**src/rtl/systolic_drain_pkg.sv**
```systemverilog
// Shared definitions for the systolic array feeder and drain blocks:
// default array geometry, the control state encoding and the last skew index.
package systolic_pkg;

    localparam int ROWS      = 8;
    localparam int COLS      = 8;
    localparam int SKEW_LAST = ROWS + COLS - 2;

    typedef enum logic [1:0] {
        IDLE    = 2'd0,
        CAPTURE = 2'd1,
        DRAIN   = 2'd2
    } state_t;

endpackage

```
**src/rtl/systolic_drain_if.sv**
```systemverilog
// Row-byte stream leaving the drain block: valid/ready handshake plus data.
interface systolic_drain_if #(
    parameter int COLS = 8
);
    logic [COLS-1:0] out_data;
    logic            out_valid;
    logic            out_ready;

    modport master (output out_data, output out_valid, input out_ready);
    modport slave  (input out_data, input out_valid, output out_ready);
endinterface

```
**src/rtl/systolic_drain_deskew_buffer.sv**
```systemverilog
// ROWS x COLS bit store that undoes the column skew of the systolic array.
// At skew index k, column j carries row k-j, so bit [k-j][j] is written when
// that row exists; all other bits keep their value.
module deskew_buffer #(
    parameter int COLS  = 8,
    parameter int ROWS  = 8,
    parameter int K_W   = 4,
    parameter int ROW_W = $clog2(ROWS)
) (
    input  logic             clk,
    input  logic             rst_n,
    input  logic             i_wr_en,
    input  logic [K_W-1:0]   i_k,
    input  logic [COLS-1:0]  i_sys_in,
    input  logic [ROW_W-1:0] i_rd_row,
    output logic [COLS-1:0]  o_rd_data
);

    logic [COLS-1:0] r_buf [ROWS];

    // Per-bit write enable decoded from the skew index: row r, column j is
    // live exactly when k == r + j.
    always_ff @(posedge clk or negedge rst_n) begin
        if (!rst_n) begin
            for (int r = 0; r < ROWS; r++) begin
                r_buf[r] <= '0;
            end
        end else if (i_wr_en) begin
            for (int r = 0; r < ROWS; r++) begin
                for (int j = 0; j < COLS; j++) begin
                    if (int'(i_k) == r + j) begin
                        r_buf[r][j] <= i_sys_in[j];
                    end
                end
            end
        end
    end

    assign o_rd_data = r_buf[i_rd_row];

endmodule

```
**src/rtl/systolic_drain.sv**
```systemverilog
// Drain side of the 1-bit systolic array: captures one skewed wavefront into
// the de-skew buffer, then streams it out one row-byte per handshake.
module systolic_drain
    import systolic_pkg::*;
#(
    parameter int COLS = systolic_pkg::COLS,
    parameter int ROWS = systolic_pkg::ROWS
) (
    input  logic                    clk,
    input  logic                    rst_n,
    input  logic                    start,
    input  logic [COLS-1:0]         sys_in,
    systolic_drain_if.master        bus,
    output logic                    busy,
    output logic                    done,
    output logic                    overflow,
    input  logic                    clear_ovf
);

    // Skew range follows the actual geometry, not just the package default.
    localparam int SKEW_END = ROWS + COLS - 2;
    localparam int K_W      = $clog2(SKEW_END + 1);
    localparam int ROW_W    = $clog2(ROWS);

    state_t             r_state, w_state_nxt;
    logic [K_W-1:0]     r_k, w_k_nxt;
    logic [ROW_W-1:0]   r_row, w_row_nxt;
    logic               r_done, w_done_nxt;
    logic               r_ovf;
    logic               w_ovf_set;
    logic               w_cap_en;
    logic [K_W-1:0]     w_cap_k;
    logic               w_accept;
    logic               w_valid;
    logic [COLS-1:0]    w_rd_data;

    deskew_buffer #(
        .COLS  (COLS),
        .ROWS  (ROWS),
        .K_W   (K_W),
        .ROW_W (ROW_W)
    ) u_buf (
        .clk       (clk),
        .rst_n     (rst_n),
        .i_wr_en   (w_cap_en),
        .i_k       (w_cap_k),
        .i_sys_in  (sys_in),
        .i_rd_row  (r_row),
        .o_rd_data (w_rd_data)
    );

    assign w_valid  = (r_state == DRAIN);
    assign w_accept = w_valid && bus.out_ready;

    // Next-state, counter and capture decode. A start outside IDLE is dropped
    // and only flags overflow. Skew index 0 is captured in the start cycle so
    // CAPTURE begins at k=1.
    always_comb begin
        w_state_nxt = r_state;
        w_k_nxt     = r_k;
        w_row_nxt   = r_row;
        w_done_nxt  = 1'b0;
        w_cap_en    = 1'b0;
        w_cap_k     = '0;
        w_ovf_set   = 1'b0;
        case (r_state)
            IDLE: begin
                if (start) begin
                    w_cap_en    = 1'b1;
                    w_cap_k     = '0;
                    w_k_nxt     = K_W'(1);
                    w_state_nxt = CAPTURE;
                end
            end
            CAPTURE: begin
                w_cap_en  = 1'b1;
                w_cap_k   = r_k;
                w_ovf_set = start;
                if (r_k == K_W'(SKEW_END)) begin
                    w_k_nxt     = '0;
                    w_row_nxt   = '0;
                    w_state_nxt = DRAIN;
                end else begin
                    w_k_nxt = r_k + K_W'(1);
                end
            end
            DRAIN: begin
                w_ovf_set = start;
                if (w_accept) begin
                    if (r_row == ROW_W'(ROWS - 1)) begin
                        w_row_nxt   = '0;
                        w_done_nxt  = 1'b1;
                        w_state_nxt = IDLE;
                    end else begin
                        w_row_nxt = r_row + ROW_W'(1);
                    end
                end
            end
            default: begin
                w_state_nxt = IDLE;
            end
        endcase
    end

    // Control state, counters and the registered done pulse.
    always_ff @(posedge clk or negedge rst_n) begin
        if (!rst_n) begin
            r_state <= IDLE;
            r_k     <= '0;
            r_row   <= '0;
            r_done  <= 1'b0;
        end else begin
            r_state <= w_state_nxt;
            r_k     <= w_k_nxt;
            r_row   <= w_row_nxt;
            r_done  <= w_done_nxt;
        end
    end

    // Sticky overflow; a dropped start in the same cycle as a clear wins.
    always_ff @(posedge clk or negedge rst_n) begin
        if (!rst_n) begin
            r_ovf <= 1'b0;
        end else if (w_ovf_set) begin
            r_ovf <= 1'b1;
        end else if (clear_ovf) begin
            r_ovf <= 1'b0;
        end
    end

    // The buffer is frozen during DRAIN, so the presented row stays stable
    // under backpressure; data is forced to zero when nothing is offered.
    assign bus.out_valid = w_valid;
    assign bus.out_data  = w_valid ? w_rd_data : '0;
    assign busy          = (r_state != IDLE);
    assign done          = r_done;
    assign overflow      = r_ovf;

endmodule

```
**src/flat_wrapper.sv**
```systemverilog
// flat-port wrapper written by rule: the top's interface ports become plain ports
module systolic_drain_flat import systolic_pkg::*;
#(
    parameter int COLS = systolic_pkg::COLS,
    parameter int ROWS = systolic_pkg::ROWS
)
  (clk, rst_n, start, sys_in, busy, done, overflow, clear_ovf, bus_out_data, bus_out_valid, bus_out_ready);
  systolic_drain_if #(.COLS(COLS)) bus_i ();
  input  logic clk;
  input  logic rst_n;
  input  logic start;
  input  logic [COLS-1:0] sys_in;
  output logic busy;
  output logic done;
  output logic overflow;
  input  logic clear_ovf;
  output wire logic [$bits(bus_i.out_data)-1:0] bus_out_data;
  output wire logic [$bits(bus_i.out_valid)-1:0] bus_out_valid;
  input wire logic [$bits(bus_i.out_ready)-1:0] bus_out_ready;
  assign bus_out_data = bus_i.out_data;
  assign bus_out_valid = bus_i.out_valid;
  assign bus_i.out_ready = bus_out_ready;
  systolic_drain #(.COLS(COLS), .ROWS(ROWS)) u_core (.clk(clk), .rst_n(rst_n), .start(start), .sys_in(sys_in), .bus(bus_i), .busy(busy), .done(done), .overflow(overflow), .clear_ovf(clear_ovf));
endmodule
```
**config.mk**
```make
export PLATFORM = sky130hd
export DESIGN_NAME = systolic_drain_flat
export DESIGN_NICKNAME = d
export VERILOG_FILES = /design/src/rtl/systolic_drain_pkg.sv /design/src/rtl/systolic_drain_if.sv /design/src/rtl/systolic_drain_deskew_buffer.sv /design/src/rtl/systolic_drain.sv /design/src/flat_wrapper.sv
export SDC_FILE = /design/constraint.sdc
export NUM_CORES = 1
export LEC_CHECK = 0
export ABC_AREA = 1
export BUFFER_PORTS_ARGS = -buffer_cell sky130_fd_sc_hd__buf_2
export CAP_MARGIN = 25
export CORE_ASPECT_RATIO = 1.5
export CORE_UTILIZATION = 60
export DETAILED_ROUTE_END_ITERATION = 10
export PLACE_DENSITY = 0.79
export SETUP_SLACK_MARGIN = 0.1
export SYNTH_ARGS = -nofsm -noshare
export SYNTH_HDL_FRONTEND = slang
export SYNTH_SLANG_ARGS = --single-unit
```
**constraint.sdc**
```tcl
create_clock -name clk -period 2.71 [get_ports clk]
set_clock_uncertainty 0.2 [all_clocks]
set_input_delay 0.1355 -clock clk [delete_from_list [all_inputs] [get_ports clk]]
set_output_delay 0.1355 -clock clk [all_outputs]
set_load 0.02 [all_outputs]
```
* After elaboration in Yosys (flattened, before gate mapping) *
Index checks and enable logic that the tools add are counted.

storage, ports and cells
  bits in registers = 75
  output and inout port bits = 12
  input port bits = 13
  logic and storage cells = 146

operators by class
  add/subtract/negate cells = 2
  reduce and logical (&&, ||, !) cells = 26
  muxes and demuxes = 25
  bitwise gates (word level) = 1
  eq/ne operators = 22
  $lt $le $gt $ge = 1

operators by type and width
  cell                                                                     number
  4-bit == test, second input constant                                     9
  2-bit AND reduction                                                      16
  8-bit binary-select mux with 3-bit select                                1
  8-bit two-way mux                                                        3
  4-bit by 3-bit == test with 1-bit output, second input constant          4
  4-bit two-way mux                                                        3
  3-bit two-way mux                                                        3
  4-bit by 2-bit == test with 1-bit output, second input constant          2
  2-bit two-way mux                                                        4
  4-bit one-hot mux with 2 select lines                                    1
  2-bit nonzero test                                                       4
  1-bit two-way mux                                                        7
  2-bit one-hot mux with 3 select lines                                    1
  3-bit one-hot mux with 2 select lines                                    1
  4-bit by 1-bit adder with 4-bit output, second input constant            1
  4-bit >= comparator, second input constant                               1
  4-bit logical NOT                                                        1
  2-bit by 1-bit inequality test with 1-bit output, second input constant  2
  2-bit inequality test, second input constant                             2
  3-bit NOT with 4-bit output                                              1
  4-bit AND reduction                                                      1
  3-bit by 1-bit adder with 3-bit output, second input constant            1
  3-bit == test, second input constant                                     1
  3-bit AND reduction                                                      1
  other kinds (6)                                                          6

* Depth between registers and ports, before layout *
  depth in word-level cells = 5
  mapped depth = 11
  depth with buffers taken out = 9

* Modules after synthesis *
From an unflattened synthesis, not the netlist that was laid out.

second synthesis, totals
  cells, all modules = 567
  area total of the unflattened synthesis = 4065.1 um^2

by module, submodules not included
  module          cells an instance  area each (um^2)  seq. area each (um^2)  times used
  deskew_buffer   450                3198.1            1601.5                 1
  systolic_drain  117                867.1             275.3                  1

* Worst setup path before layout *
No wires, ideal clock.

  path kind = flip-flop to output port
  start point = register u_core.r_state[0]
  end point = output port bus_out_data[0]
  slack = 0.876 ns
  data required time = 2.375 ns
  cell stages (with the launch flop) = 6
  arrival = 1.499 ns
  cell sequence = dfrtp_1 > inv_1 > ha_1 > clkbuf_1 > nand2_1 > nor2_1

between the ends
  word-level cells in the longest chain between the ends = 2

RTL lines
  what                    RTL line               RTL
  start, declared         systolic_drain.sv:25   state_t r_state, w_state_nxt;
  start signal, assigned  systolic_drain.sv:113  r_state <= w_state_nxt;
  2-bit == test           systolic_drain.sv:52   assign w_valid = (r_state == DRAIN);
  via bus_out_valid       flat_wrapper.sv:18     output wire logic [$bits(bus_i.out_valid)-1:0] bus_out_valid;
  8-bit two-way mux       systolic_drain.sv:134  assign bus.out_data = w_valid ? w_rd_data : '0;
  end, declared           flat_wrapper.sv:17     output wire logic [$bits(bus_i.out_data)-1:0] bus_out_data;

The timed path passes the listed nets, and every way through them passes these cells.

* Worst setup path in the final report *
  start point = register u_core.r_state[1]
  end point = register u_core.u_buf.r_buf[28] (netlist name)

between the ends
  word-level cells in the longest chain between the ends = 4

RTL lines
  what                                      RTL line                            RTL
  2-bit by 1-bit == test with 1-bit output  systolic_drain.sv:66                case (r_state)
  4-bit two-way mux                         -
  4-bit == test                             systolic_drain_deskew_buffer.sv:31  if (int'(i_k) == r + j) begin
  2-bit AND reduction (no source line) (*)  -
  end signal, assigned by index             systolic_drain_deskew_buffer.sv:32  r_buf[r][j] <= i_sys_in[j];
  end, declared                             systolic_drain_deskew_buffer.sv:19  logic [COLS-1:0] r_buf [ROWS];

Mark *: on every way between the ends. The rest lies on a longest branch, timed or not.
A chain may end at the register's enable or synchronous reset.

==> impl_metrics.yaml <==
yosys:
  yosys_warnings: 0
  synth_xor_area_share_pct: 0
  synth_common_cells: "180 x nand2_1, 90 x inv_1, 75 x dfrtp_1"
  synth-simple-area-share_pct: 29.7
  avgSynthCellArea_sq_um: 7.44
  synth_area_sq_um: 4070
  synth_area_leaders: "dfrtp_1 46%, nand2_1 17%, inv_1 8.3%, nand3_1 6.1%, o21ai_0 4.4%"
  synth-adder-area-share_pct: 2.77
  synthArstFlopShare_pct: 100
  postSynthCellCount: 547
  synth.area.mux_share_pct: 0
  yosys_register_bits: 75
  ys_seq_area_share_pct: 46.1
  synth.distinct_cells: 25
  yosysTopAreaCellShare_pct: 46.1
  synth-compound-area-share_pct: 10.1
  yosysMostFrequentCell: "nand2_1"
  synth_ff_type: "dfrtp_1"
  synth_top_family_by_area: "simple AND/OR/NAND/NOR gates"
  syn_nets: 569
  synth_edf_count: 0
  netlist.top_cell.by_area: "dfrtp_1"
die:
  start_util_pct: 62.3
  placementRows: 36
  io-pin-count: 25
  die_h_microns: 103
  die_w_microns: 69.3
  die_area_sq_um: 7130
  coreArea_sq_um: 6530
timing:
  relSlewSlack_pct: 37.4
  hold_viol: 0
  drv_slew: 0
  finalSetupViolations: 0
  finalCritPeriodShare_pct: 84.3
  timing.fmax_mhz: 438
  holdWs_ps: 42.4
  worstMarginPinSlew_ps: 939
  tns_ps: 0
  fin_crit_ps: 2290
  rsz0062_at_grt: "false"
clock_network:
  cts_tree: "built"
  cts_resized: 0
  cts.clk_slew.worst_paths_ps: 80
  htree_levels: 3
  cts_root_buf: "clkbuf_8"
  clock_latency_ps: 350
  postCtsSetupBuffers: 0
  cts_buffer_depth: 2
  clock-sinks: 75
  ctsHoldBuffers: 12
  numCtsBuffers: 9
routing:
  viasPerCell: 5.30
  wl_microns: 9160
  ant_nets: 0
  wl_per_cell_microns: 13.9
  vias: 3500
  drc: 0
  drt_iter0_markers: 260
  drtPass1Iterations: 4
final_layout:
  drive_gt1_share_pct: 13.8
  final-instance-count-excl-fill: 661
  areaGrowthSynthToFinish_pct: 12.1
  diodes: 0
  fillerInstances: 556
  layout.nets: 602
  stdcell_area_sq_um: 4560
global_routing:
  antenna_found_initial: 0
  grt_pass1_vias: 3402
  grt_usage_pct: 28.0
  grt_max_degree: 76
  overflow: 0
  grt_pass1_wl_microns: 15400
hold_path:
  hp-class: "input pin to flip-flop"
critical_path:
  required_ps: 2740
  critical_path_peak_fanout: 14
  cp-start-kind: "flip-flop"
  worst_ep_arrival_time_ps: 2320
  critPathCaptureType: "flip-flop"
  path_class: "flip-flop to flip-flop"
flow_run:
  drv_cap: 0
placement:
  port_buffers: 24
  place_inst: 633
  dp_hpwl_microns: 6110
  routabilityCongestion: 0.829
  dpl_cell_area_sq_um: 4230
power:
  power_density_nw_per_um2: 845
  ir_drop_uv: 666
  p_total_uw: 3860
  p_leak_uw: 0.00245
status:
  status: "completed"
==> cells by family after synthesis <==
kind of cell / count (synthesis)
fa+ha+maj: 9
simple gates: 282
compound gates: 69
flops: 75
buf+inv: 112
==> cells in the final DEF (no fill, tap or decap), types with 9 or more instances in the layout <==
cell	netlist	final
o21ai_0	36	36
o21ai_2	16	16
nor2_1	29	29
ha_1	9	9
nand2_1	180	180
dlygate4sd3_1	0	12
clkbuf_8	0	12
dfrtp_1	75	75
o21ai_1	14	14
buf_2	8	23
nand3_1	50	50
inv_1	90	90
==> power breakdown <==
group	internal [uW]	switching (uW)
clock	497	413
sequential	1350	146
combinational	488	957
total	2340	1520
==> layout make-up <==
class | count | area (sq um) | area share (%)
repair buffers | 42 | 300 | 6.58
multi-input cells | 360 | 1730 | 38.0
well taps | 76 | 95.1 | 2.08
inverters | 92 | 345 | 7.57
flip-flops and latches | 75 | 1880 | 41.1
clock inverters | 4 | 47.5 | 1.04
clock buffers | 12 | 165 | 3.62
==> layer usage <==
metal | GRT usage [%] | part of all wire [%] | vias to the layer above
li1 | - | - | 1751
met3 | 5.18 | 5.4 | 16
met5 | 0 | 0 | -
met1 | 32.8 | 41 | 1644
met2 | 48.7 | 51 | 89
met4 | 15.7 | 2.6 | 0
==> registers in the layout (all words and copies together), names as in the netlist <==
signal / flops
u_core.u_buf.r_buf: 64
u_core.r_k: 4
u_core.r_row: 3
u_core.r_state: 2
u_core.done: 1
u_core.overflow: 1
==> critical path, cell delays in order, from the launching register on <==
cell     delay [ps]
dfrtp_1         400
inv_1           130
ha_1            390
a21oi_2          80
nor2_4          300
nand2_1         400
nand2_1         190
o21ai_2          60
==> stage by stage <==
stage | util (%) | setup WS [ps]
floorplan | - | 876
global placement | 64.8 | 535
detailed placement | 64.8 | 432
CTS | 69.9 | 427
global route | 69.9 | 249
finish | 69.9 | 425
==> path summary, 6_finish.rpt <==
check | cells past startpoint | slack, ps | from | endpoint
hold reg to reg | 2 | 280 | u_core.u_buf.r_buf[6]$_DFFE_PN0P_ | u_core.u_buf.r_buf[6]$_DFFE_PN0P_
setup / recovery | 7 | 420 | u_core.r_state[1]$_DFFE_PN0P_ | u_core.u_buf.r_buf[28]$_DFFE_PN0P_
max in group asynchronous | 2 | 1440 | rst_n | u_core.r_k[0]$_DFFE_PN0P_
hold / removal | 4 | 40 | start | u_core.r_k[1]$_DFFE_PN0P_
setup reg to reg | 7 | 420 | u_core.r_state[1]$_DFFE_PN0P_ | u_core.u_buf.r_buf[28]$_DFFE_PN0P_
min in group asynchronous | 2 | 250 | rst_n | u_core.u_buf.r_buf[44]$_DFFE_PN0P_
No activity file was read; power rests on OpenSTA's default activity.
